### config.mk
export PLATFORM = sky130hd
export DESIGN_NAME = spi_cmd
export DESIGN_NICKNAME = d
export VERILOG_FILES = /design/src/rtl/spi_cmd_pkg.sv /design/src/rtl/spi_cmd.sv
export SDC_FILE = /design/constraint.sdc
export NUM_CORES = 1
export LEC_CHECK = 0
export ABC_AREA = 1
export CORE_ASPECT_RATIO = 1.5
export CORE_UTILIZATION = 30
export DETAILED_ROUTE_END_ITERATION = 8
export GPL_TIMING_DRIVEN = 0
export SLEW_MARGIN = 20
export SYNTH_ARGS = -nofsm -noshare
export SYNTH_HDL_FRONTEND = slang
export SYNTH_SLANG_ARGS = --single-unit
### constraint.sdc
create_clock -name clk_sys_i -period 2.2 [get_ports clk_sys_i]
set_input_delay 0.55 -clock clk_sys_i [delete_from_list [all_inputs] [get_ports clk_sys_i]]
set_output_delay 0.55 -clock clk_sys_i [all_outputs]
set_load 0.01 [all_outputs]
### src/rtl/spi_cmd_pkg.sv
// Shared types and constants for the SPI command decoder.
package spi_cmd_pkg;

   localparam int BUS_ADDR_WIDTH = 17;

   typedef enum logic [2:0] {
      OP_WRITE_AT   = 3'b000,
      OP_READ_AT    = 3'b001,
      OP_WRITE_NEXT = 3'b010,
      OP_READ_NEXT  = 3'b011
   } spi_cmd_op_t;

   typedef enum logic [1:0] {
      IDLE  = 2'd0,
      ARGS  = 2'd1,
      ISSUE = 2'd2,
      DONE  = 2'd3
   } spi_cmd_state_t;

   // Argument byte count indexed by opcode; reserved opcodes read as 0.
   localparam logic [7:0][1:0] SPI_CMD_ARGS = '{
      2'd0, 2'd0, 2'd0, 2'd0,   // 7..4 reserved
      2'd0,                     // READ_NEXT
      2'd1,                     // WRITE_NEXT
      2'd2,                     // READ_AT
      2'd3                      // WRITE_AT
   };

endpackage

### src/rtl/spi_cmd.sv
// SPI byte-stream command decoder: assembles read/write commands and issues
// one bus request per command, returning read data as the next tx byte.
module spi_cmd
   import spi_cmd_pkg::*;
(
   input  logic                      clk_sys_i,
   input  logic                      reset_ni,
   input  logic                      spi_reset_i,
   input  logic                      rx_valid_i,
   input  logic [7:0]                rx_byte_i,
   output logic [7:0]                tx_byte_o,
   output logic                      spi_ready_o,
   output logic                      cmd_valid_o,
   input  logic                      cmd_done_i,
   output logic [BUS_ADDR_WIDTH-1:0] cmd_addr_o,
   output logic [7:0]                cmd_data_o,
   output logic                      cmd_rw_no,
   input  logic [7:0]                cmd_rd_data_i
);

   spi_cmd_state_t r_state;
   spi_cmd_op_t    r_op;
   logic           r_a16;
   logic [1:0]     r_cnt;
   logic [7:0]     r_addr_hi;
   logic           r_abort;

   logic [BUS_ADDR_WIDTH-1:0] w_addr_next;
   logic                      w_rx_op_ok;
   logic [1:0]                w_rx_args;
   logic                      w_op_rd;
   logic                      w_op_wr;
   logic                      w_op_next;

   assign w_addr_next = cmd_addr_o + 17'd1;
   assign w_rx_op_ok  = (rx_byte_i[7:5] == OP_WRITE_AT)   || (rx_byte_i[7:5] == OP_READ_AT) ||
                        (rx_byte_i[7:5] == OP_WRITE_NEXT) || (rx_byte_i[7:5] == OP_READ_NEXT);
   assign w_rx_args   = SPI_CMD_ARGS[rx_byte_i[7:5]];
   assign w_op_rd     = (r_op == OP_READ_AT)    || (r_op == OP_READ_NEXT);
   assign w_op_wr     = (r_op == OP_WRITE_AT)   || (r_op == OP_WRITE_NEXT);
   assign w_op_next   = (r_op == OP_WRITE_NEXT) || (r_op == OP_READ_NEXT);

   always_ff @(posedge clk_sys_i) begin
      if (!reset_ni) begin
         r_state     <= IDLE;
         r_op        <= OP_WRITE_AT;
         r_a16       <= 1'b0;
         r_cnt       <= 2'd0;
         r_addr_hi   <= 8'h00;
         r_abort     <= 1'b0;
         tx_byte_o   <= 8'h00;
         spi_ready_o <= 1'b0;
         cmd_valid_o <= 1'b0;
         cmd_addr_o  <= '0;
         cmd_data_o  <= 8'h00;
         cmd_rw_no   <= 1'b1;
      end else begin
         case (r_state)
            IDLE: begin
               if (!spi_reset_i && rx_valid_i && w_rx_op_ok) begin
                  r_op  <= spi_cmd_op_t'(rx_byte_i[7:5]);
                  r_a16 <= rx_byte_i[0];
                  r_cnt <= w_rx_args;
                  if (w_rx_args == 2'd0) begin
                     // Only READ_NEXT has no arguments, so it always increments.
                     cmd_valid_o <= 1'b1;
                     cmd_rw_no   <= rx_byte_i[5];
                     cmd_addr_o  <= w_addr_next;
                     r_state     <= ISSUE;
                  end else begin
                     r_state <= ARGS;
                  end
               end
            end
            ARGS: begin
               if (spi_reset_i) begin
                  r_state <= IDLE;
               end else if (rx_valid_i) begin
                  // Data is always the first argument of a write.
                  if (w_op_wr && r_cnt == SPI_CMD_ARGS[r_op])
                     cmd_data_o <= rx_byte_i;
                  else if (r_cnt == 2'd2)
                     r_addr_hi <= rx_byte_i;
                  r_cnt <= r_cnt - 2'd1;
                  if (r_cnt == 2'd1) begin
                     cmd_valid_o <= 1'b1;
                     cmd_rw_no   <= w_op_rd;
                     cmd_addr_o  <= w_op_next ? w_addr_next : {r_a16, r_addr_hi, rx_byte_i};
                     r_state     <= ISSUE;
                  end
               end
            end
            ISSUE: begin
               if (spi_reset_i)
                  r_abort <= 1'b1;
               if (cmd_done_i) begin
                  cmd_valid_o <= 1'b0;
                  if (r_abort || spi_reset_i) begin
                     r_abort <= 1'b0;
                     r_state <= IDLE;
                  end else begin
                     if (w_op_rd)
                        tx_byte_o <= cmd_rd_data_i;
                     spi_ready_o <= 1'b1;
                     r_state     <= DONE;
                  end
               end
            end
            DONE: begin
               if (spi_reset_i) begin
                  spi_ready_o <= 1'b0;
                  r_state     <= IDLE;
               end
            end
            default: r_state <= IDLE;
         endcase
      end
   end

endmodule

### Word-level counts from Yosys, hierarchy flattened

Memories as Yosys holds them, arrays and structs flattened. A register that Yosys moved wholly into a read port is not among the register bits.
Index checks and enable logic that the tools add are counted.

* add/sub/neg operators: 2
* $lt $le $gt $ge: 2
* equality and inequality tests: 22
* muxes and demuxes: 44
* bitwise logic cells: 3
* reduce and logical (&&, ||, !) cells: 27

Operators with widths (count)
* $mux W17: 6
* $pmux W17 S2: 1
* $mux W2: 13
* $add A17 B1 Y17 const B: 1
* $mux W1: 17
* $ne A2 B2 Y1 const B: 8
* $reduce_and A4 Y1: 4
* $eq A3 B2 Y1 const B: 4
* $reduce_and A5 Y1: 2
* $lt A3 B4 Y1 const B: 2
* $pmux W2 S4: 1
* $logic_or A1 B1 Y1: 7
* $reduce_and A7 Y1: 1
* $eq A2 B2 Y1 const B: 3
* $eq A3 B1 Y1 const B: 2
* $logic_not A3 Y1: 2
* $mux W3: 2
* $ne A3 B3 Y1 const B: 2
* $reduce_and A6 Y1: 1
* $eq A2 B1 Y1 const B: 2
* $logic_not A2 Y1: 2
* $pmux W1 S2: 2
* $pmux W2 S2: 1
* $reduce_bool A2 Y1: 2
* 8 further kinds: 12

* bits in registers: 53
* memory bits (read-only): 32
* input bits: 21
* output and inout bits: 36
* word-level logic and storage cells: 114
* memories kept: 2

Memory list
* (no name shown): depth 8, width 2, read ports 1, clocked after memory_dff 1, write ports 0, line spi_cmd.sv:80 `if (w_op_wr && r_cnt == SPI_CMD_ARGS[r_op])`
* (no name shown): depth 8, width 2, read ports 1, clocked after memory_dff 0, write ports 0, line spi_cmd.sv:38 `assign w_rx_args = SPI_CMD_ARGS[rx_byte_i[7:5]];`

### Longest topological paths before layout

Gate-level depths: netlist (run 1).

* depth after elaboration: 8
* mapped depth: 10
* gate-level depth less buffers: 10

### Worst setup path before layout (run 1)

OpenSTA, ideal clock, no wires.

* path kind: input -> register
* start: in rx_valid_i
* end: reg cmd_addr_o[6]
* library setup time: 0.117 ns
* data arrival time: 1.520 ns
* data required time: 2.083 ns
* path slack: 0.563 ns
* cell stages on the path: 8
* path buffers: 1
* cells stage by stage: inv_1 -> nor2_1 -> nand3_1 -> nand2_2 -> nand3_4 -> buf_6 -> o21ai_0 -> nor2_1

* word-level cells in the longest chain between the ends: 4
* elaborated cells on any way between the ends: 5
* classes of those cells: 2 x eq/ne; 3 x reduce/logical

RTL lines
* start, declared: line spi_cmd.sv:9 `input logic rx_valid_i,`
* $logic_and A1 B1 Y1 (2 in series): line spi_cmd.sv:60 `if (!spi_reset_i && rx_valid_i && w_rx_op_ok) begin`
* $ne A2 B2 Y1 (no line)
* $reduce_and A6 Y1 (no line) (*)
* end signal, assigned: line spi_cmd.sv:68 `cmd_addr_o <= w_addr_next;`
* end signal, assigned: line spi_cmd.sv:88 `cmd_addr_o <= w_op_next ? w_addr_next : {r_a16, r_addr_hi, rx_byte_i};`
* end, declared: line spi_cmd.sv:15 `output logic [BUS_ADDR_WIDTH-1:0] cmd_addr_o,`

Mark *: on every way between the ends. The rest lies on a longest branch, timed or not.
A chain may end at the register's enable or synchronous reset.

### Final worst setup path (run 1)

* start: in spi_reset_i
* end: reg cmd_addr_o[0]

* word-level cells in the longest chain between the ends: 5
* elaborated cells on any way between the ends: 6
* classes of those cells: 2 x eq/ne; 4 x reduce/logical

RTL lines
* start, declared: line spi_cmd.sv:8 `input logic spi_reset_i,`
* $logic_not A1 Y1: line spi_cmd.sv:60
* $logic_and A1 B1 Y1 (2 in series): line spi_cmd.sv:60
* $ne A2 B2 Y1 (no line)
* $reduce_and A6 Y1 (no line) (*)

Marked as above.

==> results of run 1 <==
## final cells by class
type / count / area [um^2]
plain buffers: 12 / 63.81
clock buffers: 8 / 156.4
fillers: 956 / 5246
inverters: 54 / 202.7
multi-input cells: 313 / 1413
flip-flops and latches: 55 / 1101
well taps: 110 / 137.6
repair buffers: 56 / 560.5
## flip-flops by register name (all words and copies together) (netlist names), named ones only
signal,count
cmd_addr_o,17
cmd_data_o,8
cmd_rw_no,1
cmd_valid_o,1
r_a16,1
r_abort,1
r_addr_hi,8
r_cnt,2
r_op,3
r_state,2
spi_ready_o,1
tx_byte_o,8
## worst min path at each step
stage,from,endpoint
after global placement,cmd_data_o[1],cmd_data_o[1]
after floorplan,r_abort,r_abort
after global routing,cmd_data_o[4],cmd_data_o[4]
final,cmd_data_o[1],cmd_data_o[1]
after CTS,cmd_data_o[1],cmd_data_o[1]
after detailed placement,cmd_data_o[1],cmd_data_o[1]
## synthesized netlist by cell type, drive strengths merged
cell type,count,area [um^2]
ha,3,37.54
dfxtp,55,1101
buf,5,37.53
nor3,2,10.01
a21oi,45,225.2
xor2,1,8.760
nand2,106,402.9
or2,2,12.51
nor2,76,297.8
o211ai,2,15.01
clkbuf,7,26.28
nand3,35,187.7
nand4,2,12.51
o31ai,2,15.01
inv,54,202.7
o21ai,37,185.2
## per-layer routing
metal | vias up | track usage [%] | wire [um]
met2 | 69 | 31.51 | 4154
li1 | 1506 | - | -
met3 | 14 | 2.890 | 310
met5 | - | 0 | 0
met1 | 1300 | 17.91 | 3017
met4 | 0 | 7.589 | 221
## through the flow
step / setup TNS, ns / utilization (%) / power, uW / instances / setup slack (ns)
5_1_grt: 0 / 40.93 / 2224 / 608 / 0.02924
3_3_place_gp: -3.723 / 39.14 / 1301 / 600 / -0.1674
3_5_place_dp: -3.931 / 39.14 / 1303 / 600 / -0.1939
2_1_floorplan: 0 / - / 1196 / 434 / 0.5627
4_1_cts: 0 / 40.90 / 2150 / 608 / 0.1053
6_report: 0 / 40.93 / 2120 / 608 / 0.1947
## timing repair
| item | in CTS | in global routing |
|---|---|---|
| resized for setup | 0 | 1 |
| buffers inserted | 0 | 0 |
| setup endpoints to repair | 0 | 1 |
## kinds of logic after synthesis
kind of cell             Yosys count  share of synthesized area, %
AO/OA/AOI/OAI                     86                         15.86
AND/OR/NAND/NOR                  223                         33.24
buffers and inverters             66                         9.594
adder cells (fa/ha/maj)            3                         1.351
flip-flops                        55                         39.64
XOR/XNOR                           1                        0.3154
## power by group
part	leakage (uW)	internal, uW	total (uW)	switching, uW
clock network	0.0000772	486	841	355
logic	0.000918	103	245	142
registers	0.000444	1010	1030	19.5
total	0.00144	1600	2120	516
## cell usage in the layout, fill, tap and decap left out, drive strengths merged
master,Yosys,final
nor3,2,2
buf,5,5
ha,3,3
xor2,1,1
o31ai,2,2
o211ai,2,2
nor2,76,76
nand3,35,35
o21ai,37,37
clkbuf,7,15
a21oi,45,45
clkdlybuf4s50,0,56
nand2,106,106
inv,54,54
dfxtp,55,55
or2,2,2
nand4,2,2
## critical path, delay by kind of cell
kind | cells | cell delay (ns)
buffers and inverters | 3 | 0.70
AO/OA/AOI/OAI | 1 | 0.07
AND/OR/NAND/NOR | 6 | 0.83
==> impl_metrics.env, run 1 <==
export IMPL_outcome="complete, no violations"
export IMPL_grt_start_max_net_pins=16
export IMPL_start_kind="primary input"
export IMPL_antenna_found_initial=0
export IMPL_grt_pass1_vias=2743
export IMPL_clock_path_buffers=2
export IMPL_holdWs_ns=0.4482
export IMPL_irDropWorstVdd_uv=423.6
export IMPL_grt_first_pass_wirelength_mm=12.61
export IMPL_via_count=2889
export IMPL_hold_buffers=0
export IMPL_fp_dieW_um=80.57
export IMPL_drt_iter0_markers=163
export IMPL_cts_made_buffers=5
export IMPL_path_max_fanout=10
export IMPL_maxClockFrequency_mhz=498.7
export IMPL_synthesis_area_um2=2778
export IMPL_die_height_um=119.9
export IMPL_finalWirelength_mm=7.703
export IMPL_r2r_start="r_state[0]"
export IMPL_h_tree_depth=2
export IMPL_routedWlPerCell_um=12.67
export IMPL_maxCapViolations=0
export IMPL_design_area_um2=3635
export IMPL_cp_endpoint="cmd_addr_o[0]"
export IMPL_synthCells=434
export IMPL_io_buffers=56
export IMPL_root_buffer="clkbuf_16"
export IMPL_avgSynthCellArea_um2=6.400
export IMPL_r2r_end="cmd_addr_o[12]"
export IMPL_regToRegSetupSlack_ns=0.46
export IMPL_min_period_ns=2.005
export IMPL_fin_skew_ns=0.004111
export IMPL_clk_latency_ns=0.29
export IMPL_cts_tree="built"
export IMPL_cpPeakStageDelay_ns=0.48
export IMPL_dp_hpwl_mm=5.977
export IMPL_num_rows=42
export IMPL_io_pins=57
export IMPL_viasPerCell=4.752
export IMPL_timing_final_crit_share_pct=91.15
export IMPL_startpoint="spi_reset_i"
export IMPL_p_per_area_nw_per_um2=583.2
export IMPL_setup_violations=0
export IMPL_antenna_cells=0
export IMPL_p_leak_uw=0.001440
export IMPL_path_cells="clkdlybuf4s50_1 > nor2_2 > nand3_1 > nand2_2 > nand3_4 > inv_2 > buf_6 > nand2_1 > o21ai_0 > nor2_1"
export IMPL_relSlewSlack_pct=61.32
export IMPL_core_um2=8881
export IMPL_ys_seq_area_share_pct=39.64
export IMPL_antenna_left=0
export IMPL_whs_path_depth=2
export IMPL_cp_end_kind="flip-flop"
export IMPL_hold_viol=0
export IMPL_worstPathArrival_ns=2.16
export IMPL_overflow=0
export IMPL_worstPathRequired_ns=2.35
export IMPL_placed_area_um2=3476
export IMPL_yosysWarningCount=0
export IMPL_worstSetupPathType="primary input to flip-flop"
export IMPL_grtUsageTotal_pct=16.91
export IMPL_rsz0062_at_grt="no"
export IMPL_ff2ff_path_depth=8
export IMPL_yosysUniqueCellTypes=23
export IMPL_clkSinkCount=55
export IMPL_synth_nets=458
export IMPL_nets=521
export IMPL_maxSlewViolCount=0
export IMPL_yosys_register_bits=55
export IMPL_die_area_um2=9656
export IMPL_syn2layout_area_growth_pct=30.86
export IMPL_clk_pin_slew_ns=0.07
export IMPL_cp_slowest_cell="clkdlybuf4s50_1"
export IMPL_worst_slew_pin_slew_ns=0.5802
export IMPL_drive_gt1_share_pct=4.819
export IMPL_drc=0
export IMPL_start_util_pct=31.28
export IMPL_hold_class="flip-flop to flip-flop"
export IMPL_drt_first_pass_iters=4
export IMPL_place_congestion=0.8838
No activity file was read; power rests on OpenSTA's default activity.
==> inputs of run 2 (changes only) <==
--- a/config.mk
+++ b/config.mk
@@ -10,6 +10,7 @@
 export CORE_UTILIZATION = 30
 export DETAILED_ROUTE_END_ITERATION = 8
 export GPL_TIMING_DRIVEN = 0
+export SKIP_LAST_GASP = 1
 export SLEW_MARGIN = 20
 export SYNTH_ARGS = -nofsm -noshare
 export SYNTH_HDL_FRONTEND = slang
==> results of run 2 <==
The final DEF is identical to that of run 1; final timing and power are the same.
==> inputs of run 3 (changes only) <==
==> constraint.sdc (replaced) <==
create_clock -name clk_sys_i -period 2.3 [get_ports clk_sys_i]
set_input_delay 0.575 -clock clk_sys_i [delete_from_list [all_inputs] [get_ports clk_sys_i]]
set_output_delay 0.575 -clock clk_sys_i [all_outputs]
set_load 0.01 [all_outputs]
==> impl_metrics.env, run 3 (synthesized netlist as in run 1, its figures left out) <==
export IMPL_outcome="complete, no violations"
export IMPL_hold_class="flip-flop to flip-flop"
export IMPL_maxCapViolations=0
export IMPL_antenna_found_initial=0
export IMPL_cp_slowest_cell="clkdlybuf4s50_1"
export IMPL_rsz0062_at_grt="no"
export IMPL_die_area_um2=9656
export IMPL_cts_resized=0
export IMPL_die_height_um=119.9
export IMPL_regToRegSetupSlack_ns=0.55
export IMPL_min_period_ns=2.123
export IMPL_hold_buffers=0
export IMPL_antenna_left=0
export IMPL_p_per_area_nw_per_um2=558.0
export IMPL_p_leak_uw=0.001440
export IMPL_drt_first_pass_iters=4
export IMPL_maxSlewViolCount=0
export IMPL_io_buffers=56
export IMPL_timing_final_crit_share_pct=92.32
export IMPL_worst_slew_pin_slew_ns=0.5752
export IMPL_irDropWorstVdd_uv=405.2
export IMPL_design_area_um2=3632
export IMPL_worstPathArrival_ns=2.28
export IMPL_finalWirelength_mm=7.700
export IMPL_start_kind="primary input"
export IMPL_antenna_cells=0
export IMPL_layout_commonest_cell="nand2_1"
export IMPL_drive_gt1_share_pct=4.618
export IMPL_crit_buf_inv=3
export IMPL_overflow=0
export IMPL_path_cells="clkdlybuf4s50_1 > nor2_1 > nand3_1 > nand2_2 > nand3_4 > inv_2 > buf_6 > nand2_1 > o21ai_0 > nor2_1"
export IMPL_mostFrequentLayoutCells="104 x nand2_1, 73 x nor2_1, 56 x clkdlybuf4s50_1"
export IMPL_io_pins=57
export IMPL_core_um2=8881
export IMPL_drc=0
export IMPL_clock_path_buffers=2
export IMPL_grt_first_pass_wirelength_mm=12.61
export IMPL_finalPower_uw=2027
export IMPL_maxClockFrequency_mhz=470.9
export IMPL_regMostFlops="cmd_addr_o"
export IMPL_path_max_fanout=10
export IMPL_clkSinkCount=55
export IMPL_place_congestion=0.8838
export IMPL_path_common_cell="nor2_1"
export IMPL_grt_pass1_vias=2743
export IMPL_grtUsageTotal_pct=16.91
export IMPL_nets=521
export IMPL_drt_iter0_markers=137
export IMPL_via_count=2892
export IMPL_clk_latency_ns=0.29
export IMPL_num_rows=42
export IMPL_root_buffer="clkbuf_16"
export IMPL_grt_start_max_net_pins=16
export IMPL_crit_family="simple AND/OR/NAND/NOR gates"
export IMPL_viasPerCell=4.757
export IMPL_cp_end_kind="flip-flop"
export IMPL_clk_pin_slew_ns=0.07
export IMPL_hold_viol=0
export IMPL_seqCellArea_um2=1101
export IMPL_setup_violations=0
export IMPL_largest_register_ffs=17
export IMPL_routedWlPerCell_um=12.66
export IMPL_worstPathRequired_ns=2.46
export IMPL_multi_input_area_um2=1410
export IMPL_placed_area_um2=3476
export IMPL_fin_skew_ns=0.003628
export IMPL_start_util_pct=31.28
export IMPL_relSlewSlack_pct=61.65
export IMPL_h_tree_depth=2
export IMPL_cts_tree="built"
export IMPL_fp_dieW_um=80.57
export IMPL_cpPeakStageDelay_ns=0.47
export IMPL_cts_made_buffers=5
export IMPL_worstSetupPathType="primary input to flip-flop"
export IMPL_dp_hpwl_mm=5.977
export IMPL_syn2layout_area_growth_pct=30.77
export IMPL_cts_setup_buffers=0
export IMPL_fillCellCount=957
==> run 3: routing by layer <==
layer | share of wire [%] | up-vias | wire (um) | GRT usage (%)
li1 | - | 1506 | - | -
met1 | 39 | 1299 | 3040 | 17.91
met2 | 54 | 71 | 4127 | 31.51
met3 | 3.8 | 16 | 291 | 2.890
met4 | 3.1 | 0 | 240 | 7.589
met5 | 0 | - | 0 | 0
==> run 3: final timing paths <==
check | cells after the start | endpoint | from
worst max-delay path | 10 | cmd_addr_o[0] | spi_reset_i
worst max register to register | 8 | cmd_addr_o[12] | r_state[0]
worst min-delay path | 2 | cmd_data_o[1] | cmd_data_o[1]
worst min register to register | 2 | cmd_data_o[1] | cmd_data_o[1]
==> run 3: worst register-to-register path: cells and delay by family, from the launching register on <==
family | cells | cell delay (ns)
flip-flops | 1 | 0.45
AO/OA/AOI/OAI | 1 | 0.05
buffers and inverters | 2 | 0.32
AND/OR/NAND/NOR | 5 | 0.78
==> run 3: area by class of cell <==
cell class,count,share of cell area [%]
Buffer,12,1.757
Multi-Input combinational cell,313,38.82
Tap cell,110,3.789
Sequential cell,55,30.31
Clock buffer,8,4.306
Timing Repair Buffer,56,15.43
Inverter,54,5.580
==> run 3: stage by stage <==
step	std cells	worst slack [ns]	hold slack [ns]	utilization, %	TNS, ns
after floorplan	434	0.6377	0.4356	-	0
final	608	0.1766	0.4482	40.90	0
after global routing	608	0.05894	0.4741	40.90	0
after detailed placement	600	-0.1189	0.4431	39.14	-1.367
after CTS	608	0.1803	0.4533	40.90	0
after global placement	600	-0.09243	0.4382	39.14	-1.339
==> run 3: power breakdown <==
part	internal [uW]	total [uW]	leakage [uW]	switching (uW)
combinational	98.8	235	0.000918	136
clock	465	803	0.0000772	339
sequential	970	989	0.000444	18.6
